===== src/rtl/execute_cc_stage.sv =====
// Y86-64 execute-stage back end: condition-code register, branch/cmov condition and E->M register.
// Optional build macro PERF_CNT_EN adds CC-update and taken-condition counters.
module execute_cc_stage #(
    parameter int         WIDTH = 64,
    parameter logic [3:0] RNONE = 4'hF
) (
    input  logic                    clk,
    input  logic                    rst,
    input  logic                    e_valid,
    input  logic [3:0]              e_icode,
    input  logic [3:0]              e_ifun,
    input  logic signed [WIDTH-1:0] alu_result,
    input  logic                    alu_overflow,
    input  logic [WIDTH-1:0]        e_valA,
    input  logic [3:0]              e_dstE,
    input  logic [3:0]              e_dstM,
    input  logic [1:0]              e_stat,
    input  logic                    m_exc,
    input  logic                    w_exc,
    input  logic                    m_stall,
    input  logic                    m_bubble,
    output logic                    cc_zf,
    output logic                    cc_sf,
    output logic                    cc_of,
    output logic                    e_cnd,
    output logic                    M_valid,
    output logic [3:0]              M_icode,
    output logic                    M_cnd,
    output logic [WIDTH-1:0]        M_valE,
    output logic [WIDTH-1:0]        M_valA,
    output logic [3:0]              M_dstE,
    output logic [3:0]              M_dstM,
    output logic [1:0]              M_stat
`ifdef PERF_CNT_EN
    ,
    output logic [31:0]             cc_upd_cnt,
    output logic [31:0]             cnd_taken_cnt
`endif
);

    localparam logic [3:0] I_NOP  = 4'h1;
    localparam logic [3:0] I_CMOV = 4'h2;
    localparam logic [3:0] I_OPQ  = 4'h6;
    localparam logic [3:0] I_JXX  = 4'h7;

    function automatic logic cond_eval(input logic [3:0] ifun, input logic zf,
                                       input logic sf, input logic of);
        logic lt;
        lt = sf ^ of;
        case (ifun)
            4'd0:    cond_eval = 1'b1;
            4'd1:    cond_eval = lt | zf;
            4'd2:    cond_eval = lt;
            4'd3:    cond_eval = zf;
            4'd4:    cond_eval = !zf;
            4'd5:    cond_eval = !lt;
            4'd6:    cond_eval = !lt & !zf;
            default: cond_eval = 1'b0;
        endcase
    endfunction

    logic set_cc;
    logic m_capture;

    // CC writes are suppressed while an older instruction is faulting or M is frozen.
    assign set_cc    = e_valid & (e_icode == I_OPQ) & !m_exc & !w_exc & !m_stall;
    assign m_capture = !m_stall & !m_bubble & e_valid;
    assign e_cnd     = cond_eval(e_ifun, cc_zf, cc_sf, cc_of);

    always_ff @(posedge clk or posedge rst) begin
        if (rst) begin
            cc_zf <= 1'b1;
            cc_sf <= 1'b0;
            cc_of <= 1'b0;
        end else if (set_cc) begin
            cc_zf <= (alu_result == '0);
            cc_sf <= alu_result[WIDTH-1];
            cc_of <= alu_overflow;
        end
    end

    // E->M boundary: stall outranks bubble; an empty E slot also becomes a bubble.
    always_ff @(posedge clk or posedge rst) begin
        if (rst) begin
            M_valid <= 1'b0;
            M_icode <= I_NOP;
            M_cnd   <= 1'b0;
            M_valE  <= '0;
            M_valA  <= '0;
            M_dstE  <= RNONE;
            M_dstM  <= RNONE;
            M_stat  <= 2'b00;
        end else if (!m_stall) begin
            if (m_capture) begin
                M_valid <= 1'b1;
                M_icode <= e_icode;
                M_cnd   <= e_cnd;
                M_valE  <= $unsigned(alu_result);
                M_valA  <= e_valA;
                M_dstE  <= ((e_icode == I_CMOV) && !e_cnd) ? RNONE : e_dstE;
                M_dstM  <= e_dstM;
                M_stat  <= e_stat;
            end else begin
                M_valid <= 1'b0;
                M_icode <= I_NOP;
                M_cnd   <= 1'b0;
                M_valE  <= '0;
                M_valA  <= '0;
                M_dstE  <= RNONE;
                M_dstM  <= RNONE;
                M_stat  <= 2'b00;
            end
        end
    end

`ifdef PERF_CNT_EN
    logic taken_capture;

    assign taken_capture = m_capture & e_cnd & ((e_icode == I_CMOV) || (e_icode == I_JXX));

    always_ff @(posedge clk or posedge rst) begin
        if (rst) begin
            cc_upd_cnt    <= '0;
            cnd_taken_cnt <= '0;
        end else begin
            if (set_cc) cc_upd_cnt <= cc_upd_cnt + 32'd1;
            if (taken_capture) cnd_taken_cnt <= cnd_taken_cnt + 32'd1;
        end
    end
`endif

endmodule


===== config.mk =====
export PLATFORM = sky130hd
export DESIGN_NAME = execute_cc_stage
export DESIGN_NICKNAME = d
export VERILOG_FILES = /design/src/rtl/execute_cc_stage.sv
export SDC_FILE = /design/constraint.sdc
export NUM_CORES = 1
export LEC_CHECK = 0
export BUFFER_PORTS_ARGS = -buffer_cell sky130_fd_sc_hd__clkbuf_2
export CORE_ASPECT_RATIO = 0.5
export CORE_MARGIN = 2
export CORE_UTILIZATION = 40
export CTS_BUF_LIST = sky130_fd_sc_hd__clkbuf_4
export CTS_CLUSTER_DIAMETER = 40
export DETAILED_ROUTE_END_ITERATION = 10
export GPL_ROUTABILITY_DRIVEN = 0
export PLACE_DENSITY = 0.84
export SYNTH_ARGS = -nofsm -noshare
export SYNTH_HDL_FRONTEND = slang
export SYNTH_SLANG_ARGS = --single-unit

===== constraint.sdc =====
create_clock -name clk -period 4.7 [get_ports clk]
set_input_delay 0.235 -clock clk [delete_from_list [all_inputs] [get_ports clk]]
set_output_delay 0.235 -clock clk [all_outputs]
set_load 0.05 [all_outputs]

==> Word-level counts from Yosys, hierarchy flattened <==
Index checks and enable logic that the tools add are counted.
{ "op_classes": {"eq_ne": 8, "reduce_logical": 10, "bitwise_logic": 9, "muxes": 10} }
{ "ops": {"columns": ["op", "count"], "rows": [
  ["$mux 64", 2],
  ["$logic_not 64->1", 1],
  ["$eq 4x3->1 const B", 4],
  ["$mux 4", 4],
  ["$eq 4x2->1 const B", 3],
  ["$and 1x1->1", 7],
  ["$logic_not 1->1", 7],
  ["$pmux 1 s7", 1],
  ["$eq 4x1->1 const B", 1],
  ["$logic_not 4->1", 1],
  ["$mux 1", 2],
  ["$mux 2", 1],
  ["$logic_and 1x1->1", 1],
  ["$or 1x1->1", 1],
  ["$xor 1x1->1", 1]
]} }
{ "word_totals": {"output_inout_bits": 148, "ff_bits": 147, "elab_cells": 48, "input_bits": 154} }

==> Logic depth before layout (Yosys ltp) <==
Gate-level depths: netlist of the first run.
{ "logic_depth": {"ltp_word": 8, "mapped_depth": 6, "depth_no_buf": 4} }

==> Worst setup path before layout of the first run <==
OpenSTA, ideal clock, no wires.
{ "synth_timing": {"kind": "reg-to-reg", "from": "register cc_of", "to": "register M_cnd", "setup_time_ns": 0.121, "path_buffers": 0, "arrival_time_ns": 1.526, "required_ns": 4.579, "synth_period_minus_slack_ns": 1.647, "slack_ns": 3.053, "stages_incl_launch_ff": 5, "cell_sequence": "dfrtp_1 xor2_1 a21oi_1 o211a_2 a22o_1"} }
{ "synth_between": {"elab_chain_len": 5, "elab_cells_between_ends": 6, "cone_classes": "mux (2); bitwise (3); reduce/logical (1)"} }
{ "synth_lines": {"columns": ["element", "line", "source"], "rows": [
  ["start: declaration", "24", "output logic cc_of,"],
  ["start signal: assignment", "78", "cc_of <= alu_overflow;"],
  ["$xor 1x1->1 *", "49", "lt = sf ^ of;"],
  ["$logic_not 1->1", "56, 57", null],
  ["$and 1x1->1", "57", "4'd6: cond_eval = !lt & !zf;"],
  ["$pmux 1 s7 *", "50", "case (ifun)"],
  ["named net e_cnd", "25", "output logic e_cnd,"],
  ["$mux 1 *", "94", "if (m_capture) begin"],
  ["end signal: assignment", "97", "M_cnd <= e_cnd;"],
  ["end: declaration", "28", "output logic M_cnd,"]
]} }
Mark *: on every way through the listed nets, which the timed path passes. The rest lies on a longest branch.
A chain may end at the register's enable or synchronous reset.

==> Worst setup path in the final report of the first run <==
{ "layout_timing": {"from": "register cc_zf", "to": "output e_cnd"} }
{ "layout_between": {"elab_chain_len": 3, "elab_cells_between_ends": 4, "cone_classes": "mux (1); bitwise (2); reduce/logical (1)"} }
{ "layout_lines": {"columns": ["element", "line", "source"], "rows": [
  ["start: declaration", "22", "output logic cc_zf,"],
  ["start signal: assignment", "76", "cc_zf <= (alu_result == '0);"],
  ["$logic_not 1->1", "55, 57", null],
  ["$and 1x1->1", "57", null],
  ["$pmux 1 s7 *", "50", null],
  ["end: declaration", "25", null]
]} }
Mark *: on every way between the ends. The rest lies on a longest branch, timed or not.

==> flow_metrics.env, run 1 <==
export IMPL_synth_main_ff_cell="dfrtp_1"
export IMPL_grt_overflow=0
export IMPL_synthTopCellsByArea="dfrtp_1 (63%), a22o_1 (22%), dfstp_2 (4.8%)"
export IMPL_synth_distinct_cells=28
export IMPL_hold_end="cc_zf"
export IMPL_synth_ff_latch_count=147
export IMPL_fin_setup_tns_ns=0
export IMPL_postCtsSetupBuffers=0
export IMPL_tightest_slew_ns=0.959
export IMPL_end_kind="output port"
export IMPL_clkLatencyLatePin_ns=0.51
export IMPL_grt_start_max_net_pins=110
export IMPL_die_w_um=169
export IMPL_grtUsageTotal_pct=26.3
export IMPL_yosysTopAreaCell="dfrtp_1"
export IMPL_worstPathArrival_ns=1.90
export IMPL_dpl_hpwl_mm=11.4
export IMPL_final_setup_viol_count=0
export IMPL_path_max_fanout=6
export IMPL_cts_max_path_buffers=2
export IMPL_coreArea_um2=13400
export IMPL_cts_sinks=147
export IMPL_fin_skew_ns=0.0183
export IMPL_grt_pass1_wl_mm=29.7
export IMPL_antenna_cells=0
export IMPL_die_height_um=86.5
export IMPL_drtIter0Drc=351
export IMPL_r2r_end="M_cnd"
export IMPL_start_util_pct=40.6
export IMPL_grt_pass1_vias=5688
export IMPL_synth_warnings=0
export IMPL_fp_dieArea_um2=14600
export IMPL_drtAntennaViolNets=0
export IMPL_synth_cells=374
export IMPL_drt_pass1_iter_count=5
export IMPL_criticalPathCategory="reg -> out"
export IMPL_yosysSeqAreaShare_pct=67.8
export IMPL_drive_gt1_share_pct=43.0
export IMPL_slew_viol_final=0
export IMPL_ioPinCount=302
export IMPL_netlist_area_leader_share_pct=63.0
export IMPL_syn_mean_instance_area_um2=14.5
export IMPL_portBuffers=301
export IMPL_clock_fmax_ghz=0.467
export IMPL_max_slew_margin_pct=36.1
export IMPL_synth_edf_count=0
export IMPL_wl_per_cell_um=19.0
export IMPL_root_buffer="clkbuf_4"
export IMPL_nFillCells=951
export IMPL_power_density_nw_per_um2=329
export IMPL_syn_cell_area_um2=5440
export IMPL_drc=0
export IMPL_cts_resized=0
export IMPL_leakagePower_uw=0.00462
export IMPL_yosysMostFrequentCell="dfrtp_1"
export IMPL_cts_tree="yes"
export IMPL_irDropWorstVdd_mv=0.183
export IMPL_regToRegStartpoint="cc_of"
export IMPL_antenna_found_initial=0
export IMPL_routed_wl_mm=19.1
export IMPL_r2r_setup_slack_ns=3.36
export IMPL_hold_slack_ns=0.117
export IMPL_synthesis_nets=528
export IMPL_rsz0062_at_grt="no"
export IMPL_min_period_ns=2.14
export IMPL_synthTopCellsByCount="dfrtp_1 (137), a22o_1 (134), clkbuf_1 (20)"
export IMPL_hold_class="in -> reg"
export IMPL_rr_worst_depth=4
export IMPL_area_growth_pct=62.3
export IMPL_vias_per_cell=5.35
export IMPL_nets=966
export IMPL_cp_data_required_time_ns=4.47
export IMPL_vias=5360
export IMPL_cts_max_level=4
export IMPL_placementRows=30
export IMPL_status="finished clean"
export IMPL_cts_buffers=17
export IMPL_hold_depth=4
export IMPL_maxCapViolCount=0
export IMPL_hp_start="m_exc"
export IMPL_critPathLaunchType="flip-flop"
export IMPL_async_flop_share_pct=100
export IMPL_fin_crit_sh_pct=45.5
export IMPL_clk_pin_slew_ns=0.12
export IMPL_hold_violations=0
export IMPL_hold_buffers=145
## cells in the final DEF, fill, tap and decap left out, types with 2 or more instances in the layout
master         count
dfrtp_1          137
nand4_1            4
a21oi_1            5
o22a_1             5
buf_4              5
inv_8              2
clkinv_4           5
nor4_2             4
nand2b_1           5
a22o_1           134
bufinv_16          2
clkbuf_4          17
dlygate4sd3_1    145
mux2_1             2
clkbuf_2         300
o32ai_1            4
inv_6              5
nand2_1            2
nor2_1             5
dfstp_2           10
nor4_1            12
## critical path, cell delays in order (launching register included)
cell and delay, ns:
dfstp_2 0.58, nand2b_1 0.11, a211o_1 0.12, o211a_2 0.27
clkbuf_2 0.32
## metal layers
metal | up-vias | global-route usage, % | part of all wire [%] | routed length (µm)
li1 | 2348 | - | - | -
met2 | 259 | 47.1 | 53 | 10100
met4 | 0 | 15.1 | 4.6 | 881
met3 | 85 | 5.11 | 5.0 | 961
met1 | 2668 | 30.0 | 38 | 7170
met5 | - | 0 | 0 | 0
## state kept, by name, summed over array words and instances, names as in the netlist, 2 cells and up
name     flops
M_dstE       4
M_dstM       4
M_icode      4
M_stat       2
M_valA      64
M_valE      64
## power breakdown
part	switching, µW	total, µW	internal, µW
sequential	47.3	1390	1340
combinational	445	680	235
clock	507	840	332
total	1000	2910	1910
## cell type report
type                    count  area (µm²)  area share, %
flip-flops and latches    147        3690           41.8
well taps                 176         220           2.49
repair buffers            450        2990           33.9
clock inverters            15         173           1.95
multi-input cells         193        1610           18.3
clock buffers              17         128           1.44
inverters                   3        16.3          0.184
## metrics by stage
step	setup WS, ns	power [µW]	utilization [%]	cell area (µm²)	std cells
floorplan	0.530	1790	-	5440	374
global placement	2.71	1970	52.8	7080	824
detailed placement	2.67	1980	52.8	7080	824
CTS	2.52	2920	65.9	8830	1001
global route	2.41	3020	65.9	8830	1001
finish	2.56	2910	65.9	8830	1001
## cell families (layout without fill, tap and decap cells)
group                     count (synthesis)  count (layout)  share of synthesized area, %
and+or+nand+nor                          37              37                          4.74
AOI/OAI and AO/OA                       152             152                          24.1
buffers and inverters                    34             485                          2.60
xor gates and xnor gates                  1               1                         0.161
muxes                                     3               3                         0.598
DFF                                     147             147                          67.8
## how the worst max path moves through the flow
stage	from	endpoint	slack (ns)	cells after the start
global placement	m_stall	M_dstM[1]	2.71	4
global route	cc_zf	e_cnd	2.41	4
CTS	cc_zf	e_cnd	2.52	4
floorplan	rst	M_cnd	0.53	1
finish	cc_zf	e_cnd	2.56	4
detailed placement	m_stall	M_dstM[2]	2.67	4
(Power assumes the default switching activity.)
==> run 2, diff against run 1 <==
==> constraint.sdc (replaced) <==
create_clock -name clk -period 2.14 [get_ports clk]
set_input_delay 0.107 -clock clk [delete_from_list [all_inputs] [get_ports clk]]
set_output_delay 0.107 -clock clk [all_outputs]
set_load 0.05 [all_outputs]
==> flow_metrics.env, run 2 (synthesis results as in run 1) <==
export IMPL_clock_fmax_ghz=0.489
export IMPL_cts_tree="yes"
export IMPL_grt_pass1_wl_mm=29.7
export IMPL_crit_family="buffers and inverters"
export IMPL_reg_top3="M_valA: 64 flops, M_valE: 64 flops"
export IMPL_leakagePower_uw=0.00466
export IMPL_maxCapViolCount=0
export IMPL_hold_class="in -> reg"
export IMPL_most_common_layout_cells="clkbuf_2 (300), dlygate4sd3_1 (147), dfrtp_1 (137)"
export IMPL_crit_start="e_icode[0]"
export IMPL_placementRows=30
export IMPL_nets=969
export IMPL_critPathLaunchType="input port"
export IMPL_power_density_nw_per_um2=724
export IMPL_final_setup_viol_count=0
export IMPL_place_ws_ns=0.581
export IMPL_drive_gt1_share_pct=43.0
export IMPL_drc=0
export IMPL_fin_skew_ns=0.00606
export IMPL_critical_path_max_stage_delay_ns=0.55
export IMPL_postCtsSetupBuffers=0
export IMPL_vias_per_cell=5.35
export IMPL_drtIter0Drc=333
export IMPL_drt_pass1_iter_count=5
export IMPL_path_max_fanout=3
export IMPL_root_buffer="clkbuf_4"
export IMPL_cp_slowest_cell="dlygate4sd3_1"
export IMPL_die_height_um=86.5
export IMPL_fin_crit_sh_pct=95.6
export IMPL_slew_viol_final=0
export IMPL_tightest_slew_ns=0.622
export IMPL_die_w_um=169
export IMPL_cts_buffers=17
export IMPL_regToRegStartpoint="cc_of"
export IMPL_ioPinCount=302
export IMPL_hold_violations=0
export IMPL_dpl_hpwl_mm=11.4
export IMPL_grt_start_max_net_pins=137
export IMPL_cts_resized=0
export IMPL_antenna_cells=0
export IMPL_fp_dieArea_um2=14600
export IMPL_antenna_found_initial=0
export IMPL_wl_per_cell_um=19.1
export IMPL_final_common_cell="clkbuf_2"
export IMPL_end_kind="flip-flop"
export IMPL_rsz0062_at_grt="no"
export IMPL_start_util_pct=40.6
export IMPL_grt_pass1_vias=5666
export IMPL_clkLatencyLatePin_ns=0.49
export IMPL_area_growth_pct=64.1
export IMPL_routed_wl_mm=19.2
export IMPL_status="finished clean"
export IMPL_grtUsageTotal_pct=26.4
export IMPL_drtAntennaViolNets=0
export IMPL_fin_ws_ns=0.0951
export IMPL_criticalPathCategory="in -> reg"
export IMPL_crit_top_cell="dlygate4sd3_1"
export IMPL_cp_cell_sequence="dlygate4sd3_1, clkbuf_2, or3b_1, nor4_4, mux2_1, dlygate4sd3_1"
export IMPL_grt_overflow=0
export IMPL_worstPathArrival_ns=2.42
export IMPL_max_slew_margin_pct=58.6
export IMPL_cts_sinks=147
export IMPL_cts_max_path_buffers=2
export IMPL_coreArea_um2=13400
export IMPL_irDropWorstVdd_mv=0.370
export IMPL_critPathBufInv=3
export IMPL_vias=5376
export IMPL_power_uw=6460
export IMPL_fin_setup_tns_ns=0
export IMPL_hp_start="e_ifun[3]"
export IMPL_min_period_ns=2.04
export IMPL_clk_pin_slew_ns=0.12
export IMPL_cp_data_required_time_ns=2.52
export IMPL_portBuffers=301
export IMPL_cts_max_level=4
==> run 2: cell count changes in the layout (fill, tap and decap cells not counted), sizes merged <==
cell	delta
bufinv	+1
clkinvlp	+2
inv	-3
buf	+1
dlygate4sd3	+2
==> run 2: cell type report <==
type | instances | area [µm²]
Fill cell | 949 | 4470
Sequential cell | 147 | 3690
Timing Repair Buffer | 453 | 3080
Multi-Input combinational cell | 193 | 1610
Tap cell | 176 | 220
Clock inverter | 15 | 180
Clock buffer | 17 | 128
Inverter | 3 | 15.0
==> run 2: power by group <==
part	switching, µW	total (µW)	internal [µW]
registers	103	3050	2940
logic	985	1520	530
clock network	1080	1900	823
total	2170	6460	4300
==> run 2: metal layers <==
layer | up-vias | track usage [%] | wire, µm
met5 | - | 0 | 0
met4 | 0 | 15.8 | 903
li1 | 2353 | - | -
met2 | 254 | 47.1 | 10200
met3 | 83 | 5.25 | 888
met1 | 2686 | 30.0 | 7220
==> run 2: through the flow <==
stage	instance area (µm²)	cells	util [%]	hold WS, ns
after global routing	8930	1004	66.6	0.0534
after floorplan	5450	374	-	0.235
after detailed placement	7150	825	53.4	0.158
final	8930	1004	66.6	0.0844
after global placement	7150	825	53.4	0.153
after CTS	8930	1004	66.6	0.0248
==> run 2: final timing paths <==
check | end | cells after the start | slack [ns]
setup / recovery | cc_of | 6 | 0.1
hold / removal | M_dstE[2] | 4 | 0.08
min in group asynchronous | M_valA[22] | 3 | 0.22
max in group asynchronous | cc_zf | 4 | 1.13
hold reg to reg | M_valid | 2 | 0.50
setup reg to reg | M_cnd | 4 | 0.77
==> run 2: worst register-to-register path, cell delays in order, from the launching register on <==
cell	delay [ns]
dfrtp_1	0.42
xor2_1	0.24
a21oi_1	0.07
o211a_2	0.33
a22o_1	0.21
==> run 2: what timing repair did <==
item | 4_1_cts | 5_1_grt
endpoints found under the setup margin | 0 | 0
endpoints found under the hold margin | 164 | 0
hold buffers | 147 | 0
